`config.mk`:
```
export PLATFORM = sky130hd
export DESIGN_NAME = lif_neuron_spike_gen
export DESIGN_NICKNAME = d
export VERILOG_FILES = /design/src/rtl/lif_neuron_spike_gen.sv
export SDC_FILE = /design/constraint.sdc
export NUM_CORES = 2
export LEC_CHECK = 0
export BUFFER_PORTS_ARGS = -buffer_cell sky130_fd_sc_hd__buf_2
export CAP_MARGIN = 20
export CORE_MARGIN = 10
export CORE_UTILIZATION = 33
export CTS_CLUSTER_SIZE = 14
export DETAILED_ROUTE_END_ITERATION = 8
export GPL_ROUTABILITY_DRIVEN = 0
export PLACE_DENSITY = 0.5
export SETUP_SLACK_MARGIN = 0.2
export SLEW_MARGIN = 10
export SYNTH_ARGS = -nofsm -noshare
export SYNTH_HDL_FRONTEND = slang
export SYNTH_SLANG_ARGS = --single-unit
```
`constraint.sdc`:
```
create_clock -name wb_clk_i -period 40.9 [get_ports wb_clk_i]
set_input_delay 8.18 -clock wb_clk_i [delete_from_list [all_inputs] [get_ports wb_clk_i]]
set_output_delay 8.18 -clock wb_clk_i [all_outputs]
set_load 0.1 [all_outputs]
```
`src/rtl/lif_neuron_spike_gen.sv`:
```
// -----------------------------------------------------------------------------
// lif_neuron_spike_gen
//
// Purpose:
//   Integrates per-neuron synaptic sums into 64 leaky integrate-and-fire
//   membrane potentials, one timestep at a time. Neurons are processed in
//   index order 0..63. Each group of 16 neurons produces one 16-bit spike
//   word, which is written to the spike-out Wishbone slave through the
//   Wishbone master port. The words go to byte addresses BASE_ADDR + 0/2/4/6.
//
// Ports:
//   wb_clk_i, wb_rst_i   clock, asynchronous active-high reset
//   start_i              begin a timestep (accepted only when idle)
//   clear_i              zero all potentials (accepted only when idle, wins
//                        over start_i)
//   threshold_i          signed firing threshold, used on every handshake
//   in_valid_i/in_data_i signed synaptic sum stream for the current neuron
//   in_ready_o           high while integrating
//   m_*                  Wishbone master write port (one word per transfer)
//   busy_o               high whenever a timestep is in progress
//   done_o               one-cycle pulse at the end of a timestep
//   spike_count_o        (only with LIF_SPIKE_COUNT_EN) spikes in the
//                        current/last timestep, 0..64
//
// Build option:
//   `define LIF_SPIKE_COUNT_EN adds the spike counter and the spike_count_o
//   port. Without it the block has no counter and no such port.
// -----------------------------------------------------------------------------
module lif_neuron_spike_gen #(
    parameter logic [31:0]        BASE_ADDR  = 32'h3000_0000,
    parameter int                 LEAK_SHIFT = 4,
    parameter logic signed [15:0] V_RESET    = 16'sd0
) (
    input  logic        wb_clk_i,
    input  logic        wb_rst_i,
    input  logic        start_i,
    input  logic        clear_i,
    input  logic [15:0] threshold_i,
    input  logic        in_valid_i,
    input  logic [15:0] in_data_i,
    output logic        in_ready_o,
    output logic        m_cyc_o,
    output logic        m_stb_o,
    output logic        m_we_o,
    output logic [3:0]  m_sel_o,
    output logic [31:0] m_adr_o,
    output logic [31:0] m_dat_o,
    input  logic        m_ack_i,
    output logic        busy_o,
`ifdef LIF_SPIKE_COUNT_EN
    output logic [6:0]  spike_count_o,
`endif
    output logic        done_o
);

    localparam int NEURONS = 64;

    typedef enum logic [1:0] {
        S_IDLE  = 2'd0,
        S_INTEG = 2'd1,
        S_WRITE = 2'd2,
        S_DONE  = 2'd3
    } state_t;

    state_t             state_q, state_d;
    logic [5:0]         idx_q, idx_d;
    logic [15:0]        spike_q, spike_d;
    logic signed [15:0] v_q [NEURONS];

    // Potential write controls, applied in the register process.
    logic               clr_all;
    logic               v_we;
    logic signed [15:0] v_wdata;

    // Saturate an 18-bit signed intermediate into the 16-bit signed range.
    function automatic logic signed [15:0] sat16(input logic signed [17:0] x);
        if (x > 18'sd32767) begin
            return 16'sh7FFF;
        end else if (x < -18'sd32768) begin
            return 16'sh8000;
        end else begin
            return x[15:0];
        end
    endfunction

    // -------------------------------------------------------------------------
    // Membrane update datapath for the neuron at idx_q
    // -------------------------------------------------------------------------
    logic signed [15:0] thr_s;
    logic signed [15:0] din_s;
    logic signed [15:0] v_cur;
    logic signed [15:0] leak_s;
    logic signed [17:0] sum_s;
    logic signed [15:0] sum_sat;
    logic               fire;
    logic               hs;
    logic [1:0]         grp;

    assign thr_s   = threshold_i;
    assign din_s   = in_data_i;
    assign v_cur   = v_q[idx_q];
    assign leak_s  = v_cur >>> LEAK_SHIFT;
    // Each term is sign-extended by hand so the whole sum stays in 18 bits
    // and cannot wrap before saturation.
    assign sum_s   = {{2{v_cur[15]}}, v_cur}
                   - {{2{leak_s[15]}}, leak_s}
                   + {{2{din_s[15]}}, din_s};
    assign sum_sat = sat16(sum_s);
    assign fire    = (sum_sat >= thr_s);
    assign hs      = in_valid_i && (state_q == S_INTEG);

    // idx_q has already advanced past the packed word, so the group being
    // written is the one before idx_q[5:4]. The 2-bit wrap maps 0 to 3 after
    // the last group.
    assign grp = idx_q[5:4] - 2'd1;

`ifdef LIF_SPIKE_COUNT_EN
    logic [6:0] cnt_q, cnt_d;
`endif

    // -------------------------------------------------------------------------
    // Next-state logic
    // -------------------------------------------------------------------------
    always_comb begin
        state_d = state_q;
        idx_d   = idx_q;
        spike_d = spike_q;
        clr_all = 1'b0;
        v_we    = 1'b0;
        v_wdata = sum_sat;
`ifdef LIF_SPIKE_COUNT_EN
        cnt_d   = cnt_q;
`endif
        case (state_q)
            S_IDLE: begin
                if (clear_i) begin
                    clr_all = 1'b1;
                end else if (start_i) begin
                    idx_d   = 6'd0;
                    spike_d = 16'd0;
`ifdef LIF_SPIKE_COUNT_EN
                    cnt_d   = 7'd0;
`endif
                    state_d = S_INTEG;
                end
            end
            S_INTEG: begin
                if (hs) begin
                    v_we  = 1'b1;
                    idx_d = idx_q + 6'd1;
                    if (fire) begin
                        v_wdata = V_RESET;
                        spike_d = spike_q | (16'd1 << idx_q[3:0]);
`ifdef LIF_SPIKE_COUNT_EN
                        cnt_d   = cnt_q + 7'd1;
`endif
                    end
                    if (idx_q[3:0] == 4'd15) begin
                        state_d = S_WRITE;
                    end
                end
            end
            S_WRITE: begin
                if (m_ack_i) begin
                    if (grp == 2'd3) begin
                        state_d = S_DONE;
                    end else begin
                        spike_d = 16'd0;
                        state_d = S_INTEG;
                    end
                end
            end
            S_DONE: begin
                state_d = S_IDLE;
            end
            default: begin
                state_d = S_IDLE;
            end
        endcase
    end

    // -------------------------------------------------------------------------
    // Control registers
    // -------------------------------------------------------------------------
    always_ff @(posedge wb_clk_i or posedge wb_rst_i) begin
        if (wb_rst_i) begin
            state_q <= S_IDLE;
            idx_q   <= 6'd0;
            spike_q <= 16'd0;
        end else begin
            state_q <= state_d;
            idx_q   <= idx_d;
            spike_q <= spike_d;
        end
    end

`ifdef LIF_SPIKE_COUNT_EN
    always_ff @(posedge wb_clk_i or posedge wb_rst_i) begin
        if (wb_rst_i) begin
            cnt_q <= 7'd0;
        end else begin
            cnt_q <= cnt_d;
        end
    end

    assign spike_count_o = cnt_q;
`endif

    // -------------------------------------------------------------------------
    // Membrane potential storage
    // -------------------------------------------------------------------------
    always_ff @(posedge wb_clk_i or posedge wb_rst_i) begin
        if (wb_rst_i) begin
            for (int i = 0; i < NEURONS; i++) begin
                v_q[i] <= 16'sd0;
            end
        end else if (clr_all) begin
            for (int i = 0; i < NEURONS; i++) begin
                v_q[i] <= 16'sd0;
            end
        end else if (v_we) begin
            v_q[idx_q] <= v_wdata;
        end
    end

    // -------------------------------------------------------------------------
    // Outputs, decoded from registered state so they stay stable while a write
    // waits for its acknowledge. The async reset of state_q drops cyc/stb.
    // -------------------------------------------------------------------------
    logic wr_act;
    assign wr_act     = (state_q == S_WRITE);

    assign in_ready_o = (state_q == S_INTEG);
    assign m_cyc_o    = wr_act;
    assign m_stb_o    = wr_act;
    assign m_we_o     = wr_act;
    assign m_sel_o    = wr_act ? 4'b0011 : 4'b0000;
    assign m_adr_o    = wr_act ? (BASE_ADDR + {29'd0, grp, 1'b0}) : 32'd0;
    assign m_dat_o    = wr_act ? {16'h0000, spike_q} : 32'd0;
    assign busy_o     = (state_q != S_IDLE);
    assign done_o     = (state_q == S_DONE);

endmodule

```
==> results.tsv <==
stage	metric	value	unit
timing	period_share	0.360	
synthesis	synth_area	0.0488	mm^2
cells_and_area	fillCellCount	15000	
place	dp_hpwl	122000	um
synthesis	async_reset_ff_frac	1.00	
run_status	status	finished clean	
setup_path	cp_data_arrival_time	15.38	ns
clock_network	cts_sinks	1048	
cells_and_area	final_nets	5133	
synthesis	syn_area_per_cell	9.52	um^2
routing	drc	0	
timing	slew_viol_final	0	
grt	antenna_found_initial	3	
floorplanning	die_h	404	um
grt	grt_use_total	0.245	
timing	tightest_slew	1.13	ns
cells_and_area	drive_gt1_frac	0.120	
synthesis	ys_seq_area_frac	0.538	
cells_and_area	register_area	0.0262	mm^2
clock_network	cts_setup_buffers	0	
floorplanning	fp.dieW	404	um
setup_path	worstPathRequired	41.55	ns
setup_path	critPathCaptureType	flop	
synthesis	synth_most_common_cell	nand2_1	
timing	grt_setup_unrepaired	no	
setup_path	critPathLaunchType	input port	
synthesis	synth_seq_cells	1048	
synthesis	synth_area_leaders	dfrtp_1 54%, o21ai_0 11%, nand2_1 9.3%	
routing	dr.first_iter.drc_count	4776	
timing	setup_violations	0	
place	place_area	0.0511	mm^2
clock_network	cts_max_level	3	
timing	finalClockSkew	0.0375	ns
routing	routed_wl	205000	um
synthesis	syn_inst	5126	
clock_network	clock_latency	0.77	ns
floorplanning	io_pins	112	
synthesis	ys.flop_type	dfrtp_1	
clock_network	hold_buffers	0	
setup_path	crit_type	input port to flop	
timing	relSlewSlack	0.240	
clock_network	cts_tree	built	
run	cap_viol_max_count	0	
grt	grt_pass1_wl	297000	um
timing	timing.setup.tns	0	ns
cells_and_area	postLayoutCellArea	0.0550	mm^2
routing	detail_route.vias_per_cell	5.81	
grt	grt_max_degree	164	
routing	final_antenna_net_count	0	
cells_and_area	stdcell_count	7059	
setup_path	cp_max_fo	65	
cells_and_area	area_growth	12.8	%
place	place.port_buffers	65	
cells_and_area	multi_input_area	0.0205	mm^2
place	dp_cells	6842	
floorplanning	core.rowCount	141	
floorplanning	initial_core_util	0.331	
hold_path	hold_class	flop to flop	
synthesis	synth_edf_count	0	
clock_network	cts_buffers	114	
synthesis	yosysTopAreaCell	dfrtp_1	
clock_network	clock-root-buffer	clkbuf_16	
routing	via_count	41000	
clock_network	clkTransAtPathRegs	0.06	ns
grt	overflow	0	
timing	period_needed	14.73	ns
floorplanning	dieArea	0.164	mm^2
clock_network	cts_resized	0	
synthesis	synth_common_cells	1212 x nand2_1, 1065 x o21ai_0, 1048 x dfrtp_1	
clock_network	clockBufferDepth	3	
synthesis	synth_top_area_frac	0.538	
timing	max_freq	0.0679	GHz
grt	grt_pass1_vias	40300	
floorplanning	coreArea	0.147	mm^2
synthesis	yosysWarningCount	0	
synthesis	synth_cell_types	73	
timing	hold_viol_final	0	
routing	drtPass1Iterations	8	
routing	detail_route.wl_per_cell	29.0	um
cell families (layout without fill, tap and decap cells):
kind of cell,Yosys count,in the layout,synth area share
compound gates,1717,1717,0.202
simple gates,1475,1475,0.121
flops,1048,1048,0.538
buf+inv,565,520,0.0517
mux,243,243,0.0674
fa+ha+maj,61,61,0.0180
xor+xnor,16,16,0.00287
other cells,1,49,0.0000769
worst max-delay path, cell delays in order:
cell,delay [ns]
buf_2,0.08
inv_1,0.12
fa_1,0.60
inv_1,0.05
ha_1,0.34
a21o_1,0.18
a21oi_1,0.25
a2111oi_0,0.16
nor3b_1,0.25
a21bo_2,0.29
o21ai_4,0.78
a21oi_4,0.07
buf_4,0.39
inv_1,0.15
ha_1,0.25
a21o_1,0.18
a2111o_1,0.39
a21o_1,0.19
o2bb2ai_4,0.19
nand3_4,0.25
nor2_2,0.89
nand2_1,0.72
o21ai_0,0.39
state kept, by name, indices dropped and copies added, names as in the netlist:
signal   count
state_q      2
idx_q        6
v_q       1024
spike_q     16
stage by stage:
step | utilization | hold slack [ns] | setup WS (ns)
CTS | 0.373 | 0.479 | 26.26
finish | 0.373 | 0.474 | 26.17
detailed placement | 0.347 | 0.465 | 25.47
global route | 0.373 | 0.492 | 25.93
floorplan | - | 0.442 | 3.22
global placement | 0.347 | 0.455 | 25.59
metal layers:
metal  wire, um  share of wire  global-route usage  up-vias
met1      86500           0.42               0.335    21100
met2      90600           0.44               0.373     1887
met5          0              0                   0        -
met4      10400          0.051               0.115        0
met3      17000          0.083              0.0481      463
li1           -              -                   -    17500
layout make-up:
| cell class | count | share of cell area |
|---|---|---|
| repair buffers | 226 | 0.0298 |
| clock buffers | 187 | 0.0655 |
| well taps | 1930 | 0.0439 |
| diodes | 3 | 0.000136 |
| multi-input cells | 3558 | 0.373 |
| inverters | 86 | 0.00605 |
| flip-flops and latches | 1048 | 0.477 |
| clock inverters | 21 | 0.00414 |
path summary, 6_finish.rpt:
| path | from | endpoint | slack, ns | cells past startpoint |
|---|---|---|---|---|
| max reg2reg | idx_q[0] | v_q[644] | 29.01 | 30 |
| min in group asynchronous | wb_rst_i | v_q[873] | 7.59 | 2 |
| max | in_data_i[3] | v_q[644] | 26.17 | 23 |
| max in group asynchronous | wb_rst_i | v_q[48] | 30.02 | 5 |
| min | v_q[277] | v_q[277] | 0.47 | 2 |
| min reg2reg | v_q[277] | v_q[277] | 0.47 | 2 |
cell usage in the layout, fill, tap and decap left out, types with 21 or more instances in the layout:
cell type | Yosys | layout
inv_1 | 84 | 80
o21ai_1 | 57 | 57
conb_1 | 1 | 46
clkbuf_16 | 0 | 117
mux2i_1 | 107 | 107
clkbuf_1 | 258 | 29
a221oi_1 | 109 | 109
and2_1 | 27 | 27
clkbuf_8 | 0 | 41
mux4_2 | 61 | 61
nor2_1 | 147 | 131
a22o_1 | 26 | 26
ha_1 | 46 | 46
nand3_1 | 21 | 21
buf_2 | 97 | 66
buf_4 | 59 | 151
nand2_1 | 1212 | 1212
dfrtp_1 | 1048 | 1043
o21ai_0 | 1065 | 1065
mux2_2 | 75 | 75
a22oi_1 | 73 | 73
a21oi_1 | 218 | 202
Power is not shown: default switching activity piles up to over one toggle a cycle in this logic, so the estimate is an artifact.
